==> src/rtl/tx4ph_sender_pkg.sv <==
// -----------------------------------------------------------------------------
// tx4ph_sender_pkg
// Shared definitions for the 4-phase bundled-data sender: the default data MSB
// index and the 2-bit encoding of the handshake FSM states.
// -----------------------------------------------------------------------------
package tx4ph_sender_pkg;

  // Default MSB index of the data word (word width is DATA_MSB+1).
  localparam int DATA_MSB = 7;

  // Handshake FSM states. The encodings are fixed so that the sender and a
  // matching receiver agree on state values in debug views.
  typedef enum logic [1:0] {
    IDLE   = 2'd0,
    SETUP  = 2'd1,
    REQ_HI = 2'd2,
    REQ_LO = 2'd3
  } state_e;

endpackage

==> src/rtl/tx4ph_sender_sync2.sv <==
// -----------------------------------------------------------------------------
// sync2
// Two-flop synchroniser for a single asynchronous control bit. Used for the
// ack input of the sender and equally usable on the req input of a receiver.
//
// Ports:
//   clk   - sampling clock, rising edge
//   reset - asynchronous, active-low reset (both stages cleared to 0)
//   d     - asynchronous input bit
//   q     - synchronised output (second stage)
// -----------------------------------------------------------------------------
module sync2 (
  input  logic clk,
  input  logic reset,
  input  logic d,
  output logic q
);

  logic stage1;  // may go metastable; only ever read by stage2

  // NOTE: sequential state uses non-blocking assignments so every flop samples
  // the pre-edge value of its source, giving a true two-stage shift.
  always_ff @(posedge clk or negedge reset) begin
    if (!reset) begin
      stage1 <= 1'b0;
      q      <= 1'b0;
    end else begin
      stage1 <= d;
      q      <= stage1;
    end
  end

endmodule

==> src/rtl/tx4ph_sender.sv <==
// -----------------------------------------------------------------------------
// tx4ph_sender
// Sends locally produced words to a remote receiver over a 4-phase
// (return-to-zero) bundled-data handshake. Words are buffered in a small FIFO;
// the handshake FSM pops one word, holds it on data for a setup cycle, raises
// req, waits for the synchronised ack to rise, drops req, and waits for the
// ack to fall before starting the next word.
//
// Parameters:
//   DATA_MSB   - MSB index of the data word
//   FIFO_DEPTH - input buffer entries (power of two, >= 2)
//
// Ports:
//   clk   - clock, rising edge
//   reset - asynchronous, active-low reset
//   vi    - local word valid (written when vi & rdy at a clock edge)
//   sdata - local word
//   rdy   - buffer not full
//   ack   - 4-phase acknowledge from the receiver (asynchronous)
//   req   - 4-phase request to the receiver (registered)
//   data  - bundled data to the receiver (registered)
//   snt   - one-cycle pulse for each word acknowledged by the receiver
//   busy  - a transfer is in progress or words are buffered
// -----------------------------------------------------------------------------
module tx4ph_sender #(
  parameter int DATA_MSB   = tx4ph_sender_pkg::DATA_MSB,
  parameter int FIFO_DEPTH = 2
) (
  input  logic              clk,
  input  logic              reset,
  input  logic              vi,
  input  logic [DATA_MSB:0] sdata,
  output logic              rdy,
  input  logic              ack,
  output logic              req,
  output logic [DATA_MSB:0] data,
  output logic              snt,
  output logic              busy
);

  import tx4ph_sender_pkg::state_e;
  import tx4ph_sender_pkg::IDLE;
  import tx4ph_sender_pkg::SETUP;
  import tx4ph_sender_pkg::REQ_HI;
  import tx4ph_sender_pkg::REQ_LO;

  localparam int PW = $clog2(FIFO_DEPTH);
  localparam int CW = $clog2(FIFO_DEPTH + 1);
  localparam logic [CW-1:0] FULL = CW'(FIFO_DEPTH);

  // ---------------------------------------------------------------------------
  // Ack synchroniser: a2 is the only ack view the FSM uses; a2d delays it by
  // one cycle so a rising a2 can be detected for the snt pulse.
  // ---------------------------------------------------------------------------
  logic a2;
  logic a2d;

  sync2 u_ack_sync (
    .clk   (clk),
    .reset (reset),
    .d     (ack),
    .q     (a2)
  );

  always_ff @(posedge clk or negedge reset) begin
    if (!reset) a2d <= 1'b0;
    else        a2d <= a2;
  end

  assign snt = a2 & ~a2d;

  // ---------------------------------------------------------------------------
  // Input FIFO
  // ---------------------------------------------------------------------------
  logic [DATA_MSB:0] mem [FIFO_DEPTH];
  logic [PW-1:0]     wptr;
  logic [PW-1:0]     rptr;
  logic [CW-1:0]     count;
  logic              push;
  logic              pop;

  assign rdy  = (count != FULL);
  assign push = vi & rdy;

  // NOTE: storage has no reset; emptiness is tracked by pointers and count
  // alone, so stale contents are never read and the array maps onto plain RAM.
  always_ff @(posedge clk) begin
    if (push) mem[wptr] <= sdata;
  end

  // Pointers wrap naturally because FIFO_DEPTH is a power of two. A push and
  // a pop on the same edge leave count unchanged.
  always_ff @(posedge clk or negedge reset) begin
    if (!reset) begin
      wptr  <= '0;
      rptr  <= '0;
      count <= '0;
    end else begin
      if (push) wptr <= wptr + PW'(1);
      if (pop)  rptr <= rptr + PW'(1);
      case ({push, pop})
        2'b10:   count <= count + CW'(1);
        2'b01:   count <= count - CW'(1);
        default: count <= count;
      endcase
    end
  end

  // ---------------------------------------------------------------------------
  // Handshake FSM
  // ---------------------------------------------------------------------------
  state_e state_q;
  state_e state_d;
  logic   req_d;

  always_ff @(posedge clk or negedge reset) begin
    if (!reset) begin
      state_q <= IDLE;
      req     <= 1'b0;
      data    <= '0;
    end else begin
      state_q <= state_d;
      req     <= req_d;
      // data only ever changes when a word is taken from the FIFO.
      if (pop) data <= mem[rptr];
    end
  end

  // NOTE: every signal written here gets a default first, so no path through
  // the case leaves one unassigned and no latch is inferred.
  always_comb begin
    state_d = state_q;
    req_d   = req;
    pop     = 1'b0;
    case (state_q)
      IDLE: begin
        req_d = 1'b0;
        // A high a2 here is a stale ack (e.g. held through reset); starting a
        // transfer would let it be mistaken for this word's acknowledge.
        if ((count != '0) && !a2) begin
          pop     = 1'b1;
          state_d = SETUP;
        end
      end
      SETUP: begin
        req_d   = 1'b1;
        state_d = REQ_HI;
      end
      REQ_HI: begin
        if (a2) begin
          req_d   = 1'b0;
          state_d = REQ_LO;
        end
      end
      REQ_LO: begin
        req_d = 1'b0;
        if (!a2) state_d = IDLE;
      end
      default: begin
        req_d   = 1'b0;
        state_d = IDLE;
      end
    endcase
  end

  assign busy = (state_q != IDLE) || (count != '0);

endmodule

==> config.mk <==
export PLATFORM = sky130hd
export DESIGN_NAME = tx4ph_sender
export DESIGN_NICKNAME = d
export VERILOG_FILES = /design/src/rtl/tx4ph_sender_pkg.sv /design/src/rtl/tx4ph_sender_sync2.sv /design/src/rtl/tx4ph_sender.sv
export SDC_FILE = /design/constraint.sdc
export NUM_CORES = 1
export LEC_CHECK = 0
export ABC_CLOCK_PERIOD_IN_PS = 2500
export BUFFER_PORTS_ARGS = -buffer_cell sky130_fd_sc_hd__buf_2
export CAP_MARGIN = 5
export CELL_PAD_IN_SITES_DETAIL_PLACEMENT = 0
export CELL_PAD_IN_SITES_GLOBAL_PLACEMENT = 2
export CORE_MARGIN = 1
export CORE_UTILIZATION = 39
export CTS_CLUSTER_SIZE = 16
export DETAILED_ROUTE_END_ITERATION = 8
export MAX_ROUTING_LAYER = met4
export PLACE_DENSITY = 0.76
export SYNTH_ARGS = -nofsm -noshare
export SYNTH_HDL_FRONTEND = slang
export SYNTH_SLANG_ARGS = --single-unit
==> constraint.sdc <==
create_clock -name clk -period 2.5 [get_ports clk]
set_input_delay 0.125 -clock clk [delete_from_list [all_inputs] [get_ports clk]]
set_output_delay 0.125 -clock clk [all_outputs]
set_load 0.005 [all_outputs]
# Word level (Yosys, flattened, before mapping)

Memory sizes are Yosys's and may differ from the RTL's. A register that Yosys moved wholly into a read port is not among the register bits.
Cells that the tools add are included.

$add $sub $neg: 4
Eq/ne operators: 9
Multiplexer cells: 11
Bitwise operators: 3
Reductions and logical operators: 10

Operator list:

| operator                                         | count |
|---|---|
| case mux 2 bit (4 select lines)                  | 1 |
| == test 2 bit, second input constant             | 3 |
| 2-to-1 mux 2 bit                                 | 3 |
| != test 2 bit, second input constant             | 3 |
| nonzero test 2 bit                               | 3 |
| 2-to-1 mux 1 bit                                 | 5 |
| == test 2 x 1 -> 1 bit, second input constant    | 2 |
| case mux 2 bit (2 select lines)                  | 1 |
| case mux 1 bit (3 select lines)                  | 1 |
| AND reduction 3 bit                              | 1 |
| adder 1 bit, second input constant               | 2 |
| adder 2 x 1 -> 2 bit, second input constant      | 1 |
| bitwise AND 1 bit                                | 2 |
| zero test 1 bit                                  | 2 |
| zero test 2 bit                                  | 1 |
| != test 2 x 1 -> 1 bit, second input constant    | 1 |
| OR reduction 2 bit                               | 1 |
| subtractor 2 x 1 -> 2 bit, second input constant | 1 |
| logical AND 1 bit                                | 1 |
| logical OR 1 bit                                 | 1 |
| inverter 1 bit                                   | 1 |

Register bits after elaboration: 10
Memory bits (writable): 16
Bits of input ports: 12
Output and inout bits: 12
Memories: 1

Memory list:

| memory | depth | bits a word | rd ports | clocked after Yosys merged registers in | write ports | line               | text |
|---|---|---|---|---|---|---|---|
| mem    | 2     | 8           | 1        | 1                                       | 1           | tx4ph_sender.sv:75 | `logic [DATA_MSB:0] mem [FIFO_DEPTH];` |

# Depth between registers and ports, before layout

Depth in word-level cells: 6
Mapped depth: 9
Depth with buffers taken out: 8

# Modules after synthesis

From an unflattened synthesis, not the netlist that was laid out.

Cell total of the unflattened synthesis: 84
Area, all modules: 1,396.3 µm²

By module, submodules not included:

| module       | times used | cells each | area each (µm²) | sequential area each (µm²) |
|---|---|---|---|---|
| tx4ph_sender | 1          | 82         | 1,346.3         | 880.8 |
| sync2        | 1          | 2          | 50.0            | 50.0 |

# Worst setup path after synthesis

Ideal clock, no wire load.

Path kind: register to register
From: register state_q[0]
To: register count[1]
Setup time: 0.079 ns
Arrival: 1.737 ns
Required time: 2.421 ns
Path slack: 0.684 ns
Cell stages (with the launch flop): 9
Path buffers: 1
Clock period less this slack: 1.816 ns
Path through: dfrtp_1 -> inv_1 -> ha_1 -> or3b_1 -> buf_6 -> inv_1 -> ha_1 -> nor2_1 -> xor2_1

Longest elaborated chain between the ends: 4
Elaborated cells between the ends (all ways): 6

RTL lines:

| item                                                                         | line                | text |
|---|---|---|
| start, declared                                                              | tx4ph_sender.sv:112 | `state_e state_q;` |
| start signal, assigned                                                       | tx4ph_sender.sv:122 | `state_q <= state_d;` |
| zero test 2 bit *                                                            | tx4ph_sender.sv:135 | `case (state_q)` |
| 2-to-1 mux 1 bit *                                                           | tx4ph_sender.sv:135 |  |
| net pop                                                                      | tx4ph_sender.sv:80  | `logic pop;` |
| == test 2 x 1 -> 1 bit / == test 2 bit (equally long branches)               | tx4ph_sender.sv:101 | `case ({push, pop})` |
| case mux 2 bit (2 select lines) / nonzero test 2 bit (equally long branches) | --                  |  |
| end signal, assigned                                                         | tx4ph_sender.sv:102 | `2'b10: count <= count + CW'(1);` |
| end signal, assigned                                                         | tx4ph_sender.sv:103 | `2'b01: count <= count - CW'(1);` |
| end signal, assigned                                                         | tx4ph_sender.sv:104 | `default: count <= count;` |
| end, declared                                                                | tx4ph_sender.sv:78  | `logic [CW-1:0] count;` |

Mark *: on every way through the listed nets, which the timed path passes. The rest lies on a longest branch.
A chain may end at the register's enable or synchronous reset.

# Worst setup path after layout

Ends and elaborated chain as after synthesis.

==> results_dict.tcl <==
set metrics [dict create \
    crit_arrival_ns 2.03 \
    wl_per_cell_microns 12.3 \
    post-route-period-util 0.710 \
    p_leak_nw 0.754 \
    power_density_nw_per_um2 1090 \
    grt_pass1_vias 728 \
    fp-row-count 21 \
    synthSimpleGateAreaFrac 0.0493 \
    rsz0062_at_grt "no" \
    utilization 0.507 \
    synth_top_family_by_area "multiplexers" \
    drv_slew 0 \
    dr.pass1.iters 2 \
    setup.worst_path.start_class "flip-flop" \
    hold_viol_final 0 \
    syn_avg_cell_area_sq_um 16.6 \
    syn_area_sq_um 1400 \
    synth_cell_types 23 \
    die_area_sq_um 3820 \
    synthAdderAreaFrac 0.0448 \
    dp_hpwl_mm 1.44 \
    clock_latency_ns 0.33 \
    antenna_found_initial 0 \
    numCtsBuffers 5 \
    yosys_warnings 0 \
    ant_nets 0 \
    hold_buffers 10 \
    grt_start_max_net_pins 19 \
    syn_to_final_growth_pct 23.0 \
    critPathMaxFanout 4 \
    synth-xor-area-share 0.0314 \
    fin_nets 141 \
    vias 763 \
    crit_path_end "count[1]$_DFFE_PN0P_" \
    pin_count 24 \
    regArea_sq_um 931 \
    h-tree-depth 2 \
    setup_viol 0 \
    worstMarginPinSlew_ns 0.450 \
    gp_congestion 0.749 \
    drt_iter0_markers 11 \
    fillers 297 \
    run_status "finished, final reports clean" \
    diodes 0 \
    synth_compound_area_frac 0.0224 \
    dieHeight_microns 61.8 \
    critPathKind "flip-flop to flip-flop" \
    rr_endpoint "count[1]$_DFFE_PN0P_" \
    initial_core_util 0.412 \
    fmax_ghz 0.564 \
    cts_repair_resize_count 0 \
    worstRegToRegCells 7 \
    grt_first_pass_wirelength_mm 3.30 \
    syn_nets 101 \
    critPathLaunch "state_q[0]$_DFFE_PN0P_" \
    fin_skew_ns 0.00931 \
    tns_ns 0 \
    cts_tree "yes" \
    grtUsageTotal 0.136 \
    cts_sinks 34 \
    hold_class "primary input to flip-flop" \
    viasPerCell 4.46 \
    grt_overflow 0 \
    rr_startpoint "state_q[0]$_DFFE_PN0P_" \
    multi_input_area_sq_um 439 \
    crit_path_end_kind "flip-flop" \
    routed_wl_mm 2.11 \
    syn-instance-count 84 \
    ys_ff_latch 34 \
    route.detailed.drc 0 \
    clock_path_buffers 2 \
    drive_above_1_share 0.400 \
    core_sq_um 3390 \
    io_buffers 23 \
    fin_crit_ns 1.77 \
    min_from "vi" \
    cts_root_buf "clkbuf_4" \
    max-slew-margin-rel 0.699 \
    layout_commonest_cell "buf_2" \
    die_width_microns 61.8 \
    final_cell_mix "buf_2, dfrtp_1, edfxtp_1" \
    postCtsSetupBuffers 0 \
    vdd_drop_max_v 0.000455 \
    critPathRequiredTime_ns 2.76 \
    cap_violations 0 \
    clkSlewWorstSetupHoldPaths_ns 0.09 \
    synthMuxAreaShare 0.167 \
    rrSetupSlack_ns 0.73 \
    yosysSeqAreaShare 0.667 \
]
-- final cells by class --
class,instances,area share
Timing Repair Buffer,35,0.134
Multi-Input combinational cell,45,0.256
Inverter,3,0.00655
Clock buffer,8,0.0284
Sequential cell,34,0.542
Tap cell,46,0.0335
-- critical path, stage by stage, from the launching register on --
cell	delay, ns
dfrtp_1	0.42
inv_1	0.11
ha_1	0.21
or3b_1	0.37
inv_1	0.07
ha_1	0.25
nor2_1	0.14
xor2_1	0.15
-- synthesized netlist by cell type, drive strengths merged --
library cell / count / share of area
a21oi: 1 / 0.0036
and3: 1 / 0.0045
buf: 1 / 0.0081
clkbuf: 1 / 0.0027
dfrtp: 18 / 0.32
edfxtp: 16 / 0.34
ha: 5 / 0.045
inv: 3 / 0.0081
mux2: 18 / 0.17
nand2: 2 / 0.0054
nand2b: 2 / 0.0090
nor2: 3 / 0.0099
nor2b: 1 / 0.0045
nor3b: 1 / 0.0054
o21a: 1 / 0.0054
o21ai: 2 / 0.0072
o2bb2ai: 1 / 0.0063
or2: 1 / 0.0045
or3b: 1 / 0.0063
xnor2: 4 / 0.025
xor2: 1 / 0.0063
-- metal layers --
metal  global-route usage  part of all wire  vias up
li1                     -                 -      375
met1                0.157              0.46      364
met2                0.195              0.47       18
met3               0.0745             0.051        6
met4               0.0571             0.019        0
met5                    -                 0        -
-- registers in the layout, indices dropped and copies added, names as in the netlist --
name	cells
mem	16
a2d	1
u_ack_sync.stage1	1
u_ack_sync.q	1
data	8
rptr	1
count	2
wptr	1
req	1
state_q	2
-- worst min-delay path by stage --
| stage | cells past startpoint | end | slack (ns) |
|---|---|---|---|
| CTS | 3 | wptr$_DFFE_PN0N_ | 0.13 |
| detailed placement | 1 | u_ack_sync.stage1$_DFF_PN0_ | 0.08 |
| global route | 3 | wptr$_DFFE_PN0N_ | 0.15 |
| global placement | 1 | state_q[0]$_DFFE_PN0P_ | 0.08 |
| floorplan | 0 | a2d$_DFF_PN0_ | -0.17 |
| finish | 3 | wptr$_DFFE_PN0N_ | 0.14 |
-- power breakdown --
part           internal [W]  leakage [nW]  switching (W)
clock              0.000112        0.0265       0.000167
combinational      0.000407         0.365       0.000263
sequential         0.000788         0.362       0.000127
total               0.00131         0.754       0.000557
-- kinds of logic after synthesis --
family                   count (synthesis)
flip-flops                              34
multiplexers                            18
AND/OR/NAND/NOR                         12
AO/OA/AOI/OAI                            5
XOR/XNOR                                 5
buffers and inverters                    5
adder cells (fa/ha/maj)                  5
-- per-stage QoR --
| stage | worst slack, ns | total power, W | hold slack, ns | instance area, sq um | std cells |
|---|---|---|---|---|---|
| floorplan | 0.684 | 0.00140 | -0.171 | 1400 | 84 |
| global placement | 0.787 | 0.00159 | 0.0842 | 1570 | 153 |
| detailed placement | 0.728 | 0.00160 | 0.0848 | 1570 | 153 |
| CTS | 0.717 | 0.00190 | 0.128 | 1720 | 171 |
| global route | 0.532 | 0.00201 | 0.145 | 1720 | 171 |
| finish | 0.726 | 0.00186 | 0.137 | 1720 | 171 |
Power figures use the tool's default switching activity.
